`config.mk`:
```
export PLATFORM = sky130hd
export DESIGN_NAME = out_word_serializer
export DESIGN_NICKNAME = d
export VERILOG_FILES = /design/src/rtl/out_word_serializer.sv
export SDC_FILE = /design/constraint.sdc
export NUM_CORES = 1
export LEC_CHECK = 0
export BUFFER_PORTS_ARGS = -buffer_cell sky130_fd_sc_hd__buf_2
export CAP_MARGIN = 10
export CORE_UTILIZATION = 47
export DETAILED_ROUTE_END_ITERATION = 10
export GPL_TIMING_DRIVEN = 1
export PLACE_DENSITY = 0.77
export SLEW_MARGIN = 20
export SYNTH_ARGS = -nofsm -noshare
export SYNTH_HDL_FRONTEND = slang
export SYNTH_SLANG_ARGS = --single-unit
```
`constraint.sdc`:
```
create_clock -name clk -period 1.95 [get_ports clk]
set_input_delay 0.0975 -clock clk [delete_from_list [all_inputs] [get_ports clk]]
set_output_delay 0.0975 -clock clk [all_outputs]
set_load 0.05 [all_outputs]
```
`src/rtl/out_word_serializer.sv`:
```
// Snapshots a packed NUM_WORDS*WORD_W vector and streams it out as WORD_W words over valid/ready.
// Optional CHECKSUM_EN appends an XOR word of the snapshot as the final word of each burst.
module out_word_serializer #(
  parameter int unsigned NUM_WORDS = 3,
  parameter int unsigned WORD_W    = 32,
  localparam int unsigned IDX_W    = $clog2(NUM_WORDS + 1),
  localparam int unsigned DATA_W   = NUM_WORDS * WORD_W
) (
  input  logic              clk,
  input  logic              rst_n,
  input  logic              snap_i,
  input  logic [DATA_W-1:0] data_i,
  output logic              busy_o,
  output logic              valid_o,
  input  logic              ready_i,
  output logic [WORD_W-1:0] word_o,
  output logic [IDX_W-1:0]  idx_o,
  output logic              last_o,
  output logic              ovr_o
);

  localparam logic [1:0] ST_IDLE   = 2'd0;
  localparam logic [1:0] ST_STREAM = 2'd1;
`ifdef CHECKSUM_EN
  localparam logic [1:0] ST_CSUM   = 2'd2;
  localparam logic [IDX_W-1:0] CSUM_IDX = IDX_W'(NUM_WORDS);
`endif
  localparam logic [IDX_W-1:0] LAST_IDX = IDX_W'(NUM_WORDS - 1);

  logic [1:0]        state_q, state_d;
  logic [IDX_W-1:0]  idx_q, idx_d;
  logic [DATA_W-1:0] shadow_q, shadow_d;
  logic              ovr_q, ovr_d;

  logic              active;
  logic              on_last;
  logic              hs;
  logic              final_hs;
  logic [WORD_W-1:0] sel_word;

  assign active   = (state_q != ST_IDLE);
  assign hs       = active && ready_i;
  assign final_hs = hs && on_last;

  // Compare-based mux keeps the index width independent of the word count.
  always_comb begin
    sel_word = '0;
    for (int unsigned k = 0; k < NUM_WORDS; k++) begin
      if (idx_q == IDX_W'(k)) begin
        sel_word = shadow_q[k*WORD_W +: WORD_W];
      end
    end
  end

`ifdef CHECKSUM_EN
  logic [WORD_W-1:0] csum_word;

  always_comb begin
    csum_word = '0;
    for (int unsigned k = 0; k < NUM_WORDS; k++) begin
      csum_word = csum_word ^ shadow_q[k*WORD_W +: WORD_W];
    end
  end

  assign on_last = (state_q == ST_CSUM);
`else
  assign on_last = (state_q == ST_STREAM) && (idx_q == LAST_IDX);
`endif

  always_comb begin
    state_d  = state_q;
    idx_d    = idx_q;
    shadow_d = shadow_q;
    ovr_d    = ovr_q;

    unique case (state_q)
      ST_IDLE: begin
        if (snap_i) begin
          shadow_d = data_i;
          idx_d    = '0;
          state_d  = ST_STREAM;
        end
      end
      ST_STREAM: begin
        if (hs && (idx_q != LAST_IDX)) begin
          idx_d = idx_q + IDX_W'(1);
        end
`ifdef CHECKSUM_EN
        else if (hs) begin
          idx_d   = CSUM_IDX;
          state_d = ST_CSUM;
        end
`endif
      end
`ifdef CHECKSUM_EN
      ST_CSUM: begin
      end
`endif
      default: begin
        state_d = ST_IDLE;
        idx_d   = '0;
      end
    endcase

    // The last handshake either restarts on a fresh snapshot or drops back to idle.
    if (final_hs) begin
      idx_d = '0;
      if (snap_i) begin
        shadow_d = data_i;
        state_d  = ST_STREAM;
      end else begin
        state_d  = ST_IDLE;
      end
    end

    if (active && snap_i && !final_hs) begin
      ovr_d = 1'b1;
    end
  end

  always_ff @(posedge clk or negedge rst_n) begin
    if (!rst_n) begin
      state_q  <= ST_IDLE;
      idx_q    <= '0;
      shadow_q <= '0;
      ovr_q    <= 1'b0;
    end else begin
      state_q  <= state_d;
      idx_q    <= idx_d;
      shadow_q <= shadow_d;
      ovr_q    <= ovr_d;
    end
  end

  always_comb begin
    word_o = '0;
    if (state_q == ST_STREAM) begin
      word_o = sel_word;
    end
`ifdef CHECKSUM_EN
    else if (state_q == ST_CSUM) begin
      word_o = csum_word;
    end
`endif
  end

  assign busy_o  = active;
  assign valid_o = active;
  assign idx_o   = idx_q;
  assign last_o  = on_last;
  assign ovr_o   = ovr_q;

endmodule

```
# --- Yosys cells after proc, flatten, opt, wreduce, memory -nomap -nowiden ---
# Cells that the tools add are included.
op_classes:
  n_reduce_logical: 12
  n_mux: 16
  n_addsub: 1
  n_eq_ne: 7
ops:
  columns: ["cell", "count"]
  rows:
  - ["$mux 96", 4]
  - ["$mux 32", 4]
  - ["$mux 2", 5]
  - ["$pmux 2 s2", 2]
  - ["$logic_and 1x1->1", 6]
  - ["$eq 2x1->1 const B", 2]
  - ["$logic_not 2->1", 2]
  - ["$ne 2x2->1 const B", 2]
  - ["$reduce_and 2->1", 2]
  - ["$ne 3x2->1 const B", 1]
  - ["$ne 3x3->1 const B", 1]
  - ["$add 2x1->2 const B", 1]
  - ["$eq 2x2->1 const B", 1]
  - ["$reduce_bool 2->1", 1]
  - ["$logic_not 1->1", 1]
  - ["$mux 1", 1]
totals:
  regBits: 101
  wordCells: 40
  out_inout_bits: 38
  in_bits: 100

# --- Logic depth before layout (Yosys ltp) ---
# Gate-level depths: netlist (run 1).
depth:
  depth_word: 6
  ltp_mapped: 9

# --- Worst setup path after synthesis (run 1) ---
# OpenSTA, ideal clock, no wires.
synth_path:
  path_type: "register to output"
  from: "reg idx_q[1], in the netlist idx_o[1]"
  to: "out word_o[10]"
  path_slack_ns: -0.588
  t_required_ns: 1.852
  arrival_time_ns: 2.441
  stages_incl_launch_ff: 9
  path_buffers: 3
  path_cell_list: "dfrtp_1 inv_1 ha_1 clkbuf_1 nor2b_1 clkbuf_1 clkbuf_1 a221oi_1 nor2_1"
synth_between:
  elab_chain_len: 5
synth_lines:
  columns: ["element", "line_no", "source"]
  rows:
  - ["start, declared", "31", "logic [IDX_W-1:0] idx_q, idx_d;"]
  - ["start signal, assigned", "129", "idx_q <= idx_d;"]
  - ["$logic_not 2->1", "49", "if (idx_q == IDX_W'(k)) begin"]
  - ["$mux 32 (2 in series)", "49", null]
  - ["$mux 32 (*)", "49", null]
  - ["$mux 32 (*)", "137", "if (state_q == ST_STREAM) begin"]
  - ["end, declared", "16", "output logic [WORD_W-1:0] word_o,"]
# Every way passes the cells marked *; elsewhere a longest branch is shown, timed or not.

# --- Worst setup path after layout (run 1) ---
layout_path:
  from: "reg idx_q[0], in the netlist idx_o[0]"
  to: "out word_o[26]"
# Same word-level chain as after synthesis.

==> impl_metrics.json, run 1 <==
{
  "grt_max_degree": 62,
  "place_congestion": 0.7717,
  "powerDensity_mw_per_mm2": 1973,
  "antenna_cells": 0,
  "synth_warnings": 0,
  "syn_nets": 446,
  "end_kind": "primary output",
  "slew_headroom_pct": 58.47,
  "drive_above_1_share_pct": 63.04,
  "cp-start-kind": "register",
  "final_common_cell": "buf_2",
  "seq_area_frac_synth_pct": 53.84,
  "antenna_found_initial": 0,
  "final-setup-viol-count": 30,
  "placedInstanceArea_mm2": 0.005683,
  "cts.sinks": 100,
  "insertion_delay_ps": 350,
  "worst-path-max-fanout": 18,
  "start_util_pct": 49.37,
  "max_freq_ghz": 0.4877,
  "pre_cts_ws_ps": 34.44,
  "syn_avg_cell_area_um2": 13.55,
  "slew_violations": 0,
  "netlist_area_mm2": 0.004648,
  "mostFrequentLayoutCells": "buf_2 (104), dlygate4sd3_1 (98), dfrtp_1 (98)",
  "routed_via_density": 5.436,
  "die_area_mm2": 0.01029,
  "setup_slack_ps": -100.5,
  "violations": "negative setup slack",
  "vdd_drop_max_uv": 1920,
  "utilization_pct": 80.32,
  "hold_violations": 0,
  "die-height_um": 101.4,
  "drc": 0,
  "synth.distinct_cells": 22,
  "cts_max_level": 3,
  "drt_iter0_markers": 144,
  "cts_tree": "yes",
  "core_area_mm2": 0.009415,
  "cp.arrival_ps": 1950,
  "dp_hpwl_mm": 7.129,
  "path_class": "reg2out",
  "gr-total-overflow": 0,
  "leakage_nw": 3.444,
  "routed_wl_mm": 14.17,
  "port_buffers": 137,
  "pin_count": 138,
  "grtUsageTotal_pct": 27.19,
  "postRouteAntennaNets": 0,
  "vias": 3849,
  "grt_pass1_vias": 4257,
  "synth-seq-cells": 100,
  "clk_path_buf_depth": 2,
  "rsz0062_at_grt": "yes",
  "drv_cap": 0,
  "chipWidth_um": 101.4,
  "min_period_ps": 2051,
  "worst_hold_slack_ps": 157.4,
  "avgRoutedWirePerCell_um": 20.01,
  "cts-root-buf": "clkbuf_8",
  "finalNetCount": 677,
  "tightest_slew_ps": 622.9,
  "skew_ps": 7.315,
  "holdCritPathClass": "in2reg",
  "grt_pass1_wl_mm": 21.00,
  "syn2layout_area_growth_pct": 62.69,
  "worstPathRequired_ps": 1850,
  "fin_crit_sh_pct": 105.2,
  "cts_buffers": 9,
  "status": "finished, violations left",
  "clkTransAtPathRegs_ps": 90,
  "first_pass_iters": 6,
  "netlist_instances": 343,
  "stdcell_area_mm2": 0.007562,
  "num_rows": 35
}
-- path summary, 6_finish.rpt --
kind	startpoint	end	slack, ps	depth (start not counted)
min	ready_i	idx_o[0]	160	4
min in group asynchronous	rst_n	shadow_q[87]	250	2
max reg2reg	idx_o[0]	shadow_q[11]	30	6
max	idx_o[0]	word_o[26]	-100	7
max in group asynchronous	rst_n	idx_o[0]	960	3
min reg2reg	ovr_o	ovr_o	490	1
-- worst max-delay path: stages, from the launching register on --
cell and delay [ps]:
dfrtp_2 450, inv_4 70, ha_4 160, nor2b_4 140, buf_12 160, a221oi_2 340, nor2_4 60, buf_4 190
-- state kept, by name, summed over array words and instances, names as in the netlist --
signal,flops
state_q,1
ovr_o,1
shadow_q,96
idx_o,2
-- Yosys cell counts --
| library cell | n | area (um^2) |
|---|---|---|
| a21o_1 | 1 | 7.510 |
| buf_2 | 4 | 20.02 |
| and2_1 | 1 | 6.260 |
| clkbuf_1 | 16 | 60.06 |
| ha_1 | 3 | 37.54 |
| buf_8 | 4 | 60.06 |
| mux2_4 | 40 | 600.6 |
| a221oi_1 | 32 | 280.3 |
| inv_1 | 3 | 11.26 |
| buf_4 | 5 | 37.54 |
| buf_6 | 2 | 22.52 |
| mux2_2 | 56 | 630.6 |
| o21ai_0 | 34 | 170.2 |
| nor3b_1 | 1 | 7.510 |
| or2_2 | 1 | 6.260 |
| nand2b_4 | 1 | 13.76 |
| a21boi_2 | 1 | 11.26 |
| and3b_1 | 1 | 8.760 |
| nor2_1 | 32 | 120.1 |
| o31ai_1 | 2 | 15.01 |
| nor2b_1 | 3 | 18.77 |
| dfrtp_1 | 100 | 2502 |
-- routing by layer --
layer | part of all wire [%] | global-route usage, %
met1 | 39 | 30.76
met2 | 53 | 50.13
met3 | 4.6 | 4.831
met4 | 2.8 | 11.93
met5 | 0 | 0
-- area by class of cell --
| class | instances | area (um^2) |
|---|---|---|
| clock buffers | 11 | 141.4 |
| clock inverters | 5 | 60.06 |
| fillers | 488 | 1853 |
| inverters | 3 | 16.27 |
| multi-input cells | 209 | 2603 |
| flip-flops and latches | 100 | 2505 |
| well taps | 129 | 161.4 |
| repair buffers | 251 | 2076 |
-- kinds of logic (layout without fill, tap and decap cells) --
group,after synthesis,in the layout,synth area share (%)
flops,100,100,53.84
fa+ha+maj,3,3,0.8076
mux,96,96,26.49
compound gates,70,70,10.42
simple gates,40,40,3.903
buf+inv,34,270,4.549
-- power by group --
group	switching, mW	internal [mW]
Combinational	5.31	4.24
Clock	0.714	0.634
Sequential	0.899	3.12
Total	6.93	7.99
-- per-stage QoR --
step           setup TNS, ps  std cells  power [mW]
2_1_floorplan          -3330        343       9.462
3_3_place_gp               0        591       10.81
3_5_place_dp               0        591       11.01
4_1_cts                -1733        707       13.85
5_1_grt                -3416        708       15.50
6_report               -1592        708       14.92
-- what timing repair did --
| action | CTS | global route |
|---|---|---|
| hold buffers | 98 | 0 |
| pin swaps | 0 | 1 |
| setup buffers | 3 | 1 |
| endpoints found under the hold margin | 136 | 0 |
| gates resized for setup | 120 | 61 |
| gates cloned | 1 | 0 |
| endpoints found under the setup margin | 32 | 85 |
No activity file was read; power rests on OpenSTA's default activity.
==> inputs of run 2 (changes only) <==
Settings changed: BUFFER_PORTS_ARGS -buffer_cell sky130_fd_sc_hd__buf_2 to -buffer_cell sky130_fd_sc_hd__buf_4.
==> run 2 against run 1 <==
Net effect: the run still ends with negative setup slack left; global-route usage is 4.4 points higher; sequential cell count unchanged; sequential power is 4% higher; cell count rose by 0.99%.
==> impl_metrics.json, run 2 (synthesis results as in run 1) <==
{
  "skew_ps": 12.29,
  "cts-root-buf": "clkbuf_8",
  "avgRoutedWirePerCell_um": 23.70,
  "syn2layout_area_growth_pct": 75.37,
  "num_rows": 35,
  "use_met2_pct": 57.14,
  "status": "finished, violations left",
  "fin_crit_sh_pct": 106.7,
  "port_buffers": 137,
  "start_util_pct": 49.37,
  "setup_slack_ps": -131.0,
  "grt_use_met1_pct": 35.58,
  "place_congestion": 0.7617,
  "final-setup-viol-count": 41,
  "largest_register_ffs": 96,
  "holdCritPathClass": "in2reg",
  "routed_wl_mm": 16.94,
  "top_register": "shadow_q",
  "cts_max_level": 3,
  "gr-total-overflow": 0,
  "cts_buffers": 9,
  "clkTransAtPathRegs_ps": 100,
  "antenna_cells": 0,
  "rsz0062_at_grt": "yes",
  "mostFrequentLayoutCells": "buf_4 (114), dlygate4sd3_1 (98), dfrtp_1 (98)",
  "first_pass_iters": 4,
  "violations": "negative setup slack",
  "leakage_nw": 3.657,
  "grtUsageTotal_pct": 31.54,
  "utilization_pct": 86.58,
  "drv_cap": 0,
  "max_freq_ghz": 0.4805,
  "cp-start-kind": "register",
  "die_area_mm2": 0.01029,
  "insertion_delay_ps": 370,
  "drc": 0,
  "clk_path_buf_depth": 2,
  "worst_hold_slack_ps": 111.3,
  "grt_max_degree": 50,
  "slew_violations": 0,
  "postRouteAntennaNets": 0,
  "powerDensity_mw_per_mm2": 1962,
  "routed_via_density": 5.566,
  "tightest_slew_ps": 534.8,
  "pin_count": 138,
  "drive_above_1_share_pct": 64.16,
  "die-height_um": 101.4,
  "finalNetCount": 684,
  "drt_iter0_markers": 145,
  "grt_pass1_wl_mm": 23.72,
  "end_kind": "primary output",
  "vdd_drop_max_uv": 1427,
  "worstPathRequired_ps": 1850,
  "cts_tree": "yes",
  "slew_headroom_pct": 64.35,
  "vias": 3980,
  "final_common_cell": "buf_4",
  "antenna_found_initial": 0,
  "hold_violations": 0,
  "core_area_mm2": 0.009415,
  "worst-path-max-fanout": 12,
  "min_period_ps": 2081,
  "pre_cts_ws_ps": -81.34,
  "grt_pass1_vias": 4468,
  "chipWidth_um": 101.4,
  "cp.arrival_ps": 1980,
  "dp_hpwl_mm": 7.575,
  "top_usage_layer": "met2",
  "path_class": "reg2out",
  "cts.sinks": 100,
  "grt_use_met3_pct": 5.935
}
-- run 2: cell types whose count changed in the layout (fill, tap and decap cells not counted), moves of 3 or more --
cell      before  now
buf_16         0    3
buf_6         11   24
buf_4         20  114
buf_2        104    0
inv_6          1    4
buf_8         12    9
a221oi_2      22   16
o21ai_2       26   21
a221oi_4       9   16
o21ai_4        0    8
-- run 2: power by group --
group | internal, mW | switching [mW] | leakage, nW
Sequential | 3.12 | 1.06 | 1.19
Combinational | 4.75 | 5.69 | 2.37
Clock | 0.603 | 0.777 | 0.100
Total | 8.47 | 7.52 | 3.66
-- run 2: worst max-delay path, stage by stage, from the launching register on --
cell,delay (ps)
dfrtp_2,440
inv_2,70
ha_1,150
nor2b_4,310
buf_12,220
a221oi_4,90
nor2_4,140
buf_6,170
-- run 2: cell type report --
| type | instances | area [um^2] |
|---|---|---|
| Fill cell | 422 | 1264 |
| Clock inverter | 7 | 73.82 |
| Inverter | 3 | 16.27 |
| Timing Repair Buffer | 258 | 2535 |
| Sequential cell | 100 | 2505 |
| Multi-Input combinational cell | 209 | 2736 |
| Tap cell | 129 | 161.4 |
| Clock buffer | 9 | 123.9 |
-- run 2: worst paths after layout --
check | start | end | slack (ps) | cells past startpoint
min reg2reg | ovr_o | ovr_o | 490 | 1
min in group asynchronous | rst_n | shadow_q[80] | 190 | 2
max | idx_o[0] | word_o[21] | -130 | 7
max in group asynchronous | rst_n | shadow_q[43] | 1090 | 3
max reg2reg | idx_o[0] | shadow_q[31] | -20 | 7
min | ready_i | ovr_o | 110 | 3
-- run 2: layer usage --
layer | vias up | routed length [um]
met2 | 172 | 9074
met4 | 0 | 573
li1 | 1742 | -
met1 | 2021 | 6453
met3 | 45 | 840
met5 | - | 0
-- run 2: per-stage QoR --
stage          std cells  total power, mW  area (um^2)  setup TNS, ps
3_3_place_gp         595            11.35         6078         -92.15
2_1_floorplan        343            9.462         4896          -3330
3_5_place_dp         595            11.52         6078         -872.3
5_1_grt              715            16.54         8152          -6424
4_1_cts              712            14.83         7883          -1410
6_report             715            15.99         8152          -2521
-- run 2: what timing repair did --
action                                 in CTS  in global routing
endpoints found under the hold margin     130                  0
pin swaps                                   0                  8
hold buffers                               98                  0
cloned                                      2                  3
resized for setup                         137                 37
setup endpoints to repair                  33                 70
setup buffers                               1                  0
==> inputs of run 3 (changes only) <==
Settings changed: ABC_AREA set to 1, PLACE_DENSITY 0.77 to 0.76, SLEW_MARGIN 20 to unset.
==> run 3 against run 2 <==
Net effect: the run still ends with negative setup slack left; design area decreased by 1.8%; sequential share of layout area increased by 0.56 points; total power decreased by 9.9%; hold slack got worse by 7.8 ps; first-iteration DRC count increased to 3.2 times the previous value; area after synthesis increased by 3.0%; cell count increased by 34%; fmax increased by 6.6%.
==> impl_metrics.json, run 3 <==
{
  "grt_max_degree": 76,
  "final-setup-viol-count": 1,
  "vdd_drop_max_uv": 1078,
  "r2r_start": "idx_o[0]",
  "seq_area_frac_synth_pct": 52.29,
  "drc": 0,
  "gr-total-overflow": 0,
  "start_util_pct": 48.74,
  "worst-path-max-fanout": 20,
  "ys_async_sr_fraction_pct": 100.0,
  "cts_buffers": 9,
  "slew_headroom_pct": 58.88,
  "worstHoldStart": "ready_i",
  "vias": 5531,
  "max_freq_ghz": 0.5124,
  "chipWidth_um": 102.9,
  "syn_avg_cell_area_um2": 8.003,
  "utilization_pct": 81.54,
  "min_period_ps": 1951,
  "cts-root-buf": "clkbuf_8",
  "syn_nets": 701,
  "clkTransAtPathRegs_ps": 100,
  "dp_hpwl_mm": 9.757,
  "hold_violations": 0,
  "post-synth-top-area-cell": "dfrtp_1",
  "avgRoutedWirePerCell_um": 18.68,
  "fin_crit_sh_pct": 100.1,
  "insertion_delay_ps": 360,
  "core_area_mm2": 0.009819,
  "grt_pass1_wl_mm": 26.45,
  "pin_count": 138,
  "largest_register_ffs": 96,
  "die-height_um": 102.9,
  "cts_tree": "yes",
  "stdcell_count": 959,
  "cp.arrival_ps": 1850,
  "path_class": "reg2out",
  "drt_iter0_markers": 457,
  "slew_violations": 0,
  "setup_slack_ps": -1.448,
  "drive_above_1_share_pct": 33.58,
  "cts.sinks": 100,
  "cp-start-kind": "register",
  "rr_worst_depth": 7,
  "violations": "negative setup slack",
  "netlist_area_mm2": 0.004786,
  "grt_pass1_vias": 5493,
  "ys.flop_type": "dfrtp_1",
  "antenna_found_initial": 1,
  "grtUsageTotal_pct": 33.01,
  "skew_ps": 12.13,
  "synth_common_cells": "nand2_1 (200), nand3_1 (133), dfrtp_1 (100)",
  "worstPathRequired_ps": 1850,
  "synth-edff-count": 0,
  "dp_cells": 836,
  "rsz0062_at_grt": "yes",
  "routed_wl_mm": 17.91,
  "synth_warnings": 0,
  "end_kind": "primary output",
  "powerDensity_mw_per_mm2": 1800,
  "ff2ff_setup_slack_ps": 220,
  "first_pass_iters": 8,
  "clk_path_buf_depth": 2,
  "yosysTopAreaCellShare_pct": 52.29,
  "top_register": "shadow_q",
  "synth.distinct_cells": 15,
  "drv_cap": 0,
  "routed_via_density": 5.767,
  "port_buffers": 137,
  "hold_end": "idx_o[0]",
  "final_common_cell": "nand2_1",
  "num_rows": 36,
  "leakage_nw": 3.860,
  "tightest_slew_ps": 616.7,
  "cts_max_level": 3,
  "finalNetCount": 923,
  "pre_cts_ws_ps": 148.7,
  "holdCritPathClass": "in2reg",
  "mostFrequentLayoutCells": "nand2_1 (200), buf_4 (120), nand3_1 (112)",
  "place_congestion": 0.9026,
  "hold_depth": 4,
  "netlist_instances": 598,
  "syn2layout_area_growth_pct": 67.29,
  "postRouteAntennaNets": 0,
  "synth-seq-cells": 100,
  "synth.most_common_cell": "nand2_1",
  "die_area_mm2": 0.01059,
  "yosys-top-cells-area": "dfrtp_1 (52%), nand2_1 (16%), nand3_1 (14%)",
  "status": "finished, violations left",
  "r2r_end": "shadow_q[59]"
}
==> run 3: changes by cell type in the layout (fill, tap and decap cells not counted), sizes merged, moves of 2 or more <==
cell / delta
a21oi: +64
a221oi: -32
buf: +8
inv: +3
mux2: -96
nand2: +203
nand3: +133
nor2: -31
nor2b: -3
o21ai: -2
o31ai: -2
==> run 3: metrics by stage <==
stage / hold slack (ps) / power, mW / TNS [ps] / instance area [um^2]
after floorplan: -198.1 / 8.990 / -93.60 / 5125
after global placement: 135.6 / 10.90 / 0 / 6261
after detailed placement: 144.3 / 11.07 / 0 / 6261
after CTS: 0.7162 / 13.43 / -106.1 / 7697
after global routing: 107.7 / 15.05 / -649.3 / 8006
final: 103.5 / 14.41 / -1.448 / 8006
==> run 3: metal layers <==
layer | GRT usage (%) | share of wire (%)
met5 | 0 | 0
met2 | 55.44 | 51
met3 | 7.864 | 7.3
met1 | 40.99 | 38
met4 | 13.87 | 3.8
==> run 3: worst max path at each step <==
stage,start,to,cells after the start
6_report,idx_o[1],word_o[30],6
4_1_cts,idx_o[0],word_o[13],6
5_1_grt,idx_o[0],word_o[27],6
3_3_place_gp,idx_o[0],word_o[14],7
3_5_place_dp,idx_o[0],word_o[6],7
2_1_floorplan,idx_o[1],word_o[10],7
==> run 3: kinds of logic after synthesis <==
group	Yosys count	share of synthesized area (%)
AOI/OAI and AO/OA	97	10.20
adders and majority gates	3	0.7844
buffers and inverters	61	6.562
DFF	100	52.29
and+or+nand+nor	337	30.17
==> run 3: timing repair <==
item,in CTS,in global routing
gates resized for setup,77,72
hold buffers,96,1
pin swaps,2,5
endpoints found under the setup margin,32,32
hold endpoints to repair,139,1
gates cloned,2,0
setup buffers,6,1
==> run 3: power breakdown <==
| part | switching, mW | total, mW | leakage (nW) | internal [mW] |
|---|---|---|---|---|
| Sequential | 0.732 | 3.75 | 1.24 | 3.02 |
| Clock | 0.767 | 1.38 | 0.0988 | 0.609 |
| Combinational | 5.80 | 9.28 | 2.52 | 3.49 |
==> run 3: cell type report <==
| type | instances | area [um^2] |
|---|---|---|
| antenna | 1 | 2.502 |
| inverter | 8 | 40.04 |
| fill | 553 | 1813 |
| tap | 133 | 166.4 |
| timing repair buffer | 264 | 2511 |
| multi-input combinational | 437 | 2582 |
| sequential | 100 | 2505 |
| clock inverter | 6 | 71.32 |
| clock buffer | 10 | 127.6 |
==> run 3: critical path: stages (launching register included) <==
cell,delay (ps)
dfrtp_1,410
buf_4,160
ha_4,190
buf_6,180
a21oi_1,280
a21oi_4,100
buf_6,170
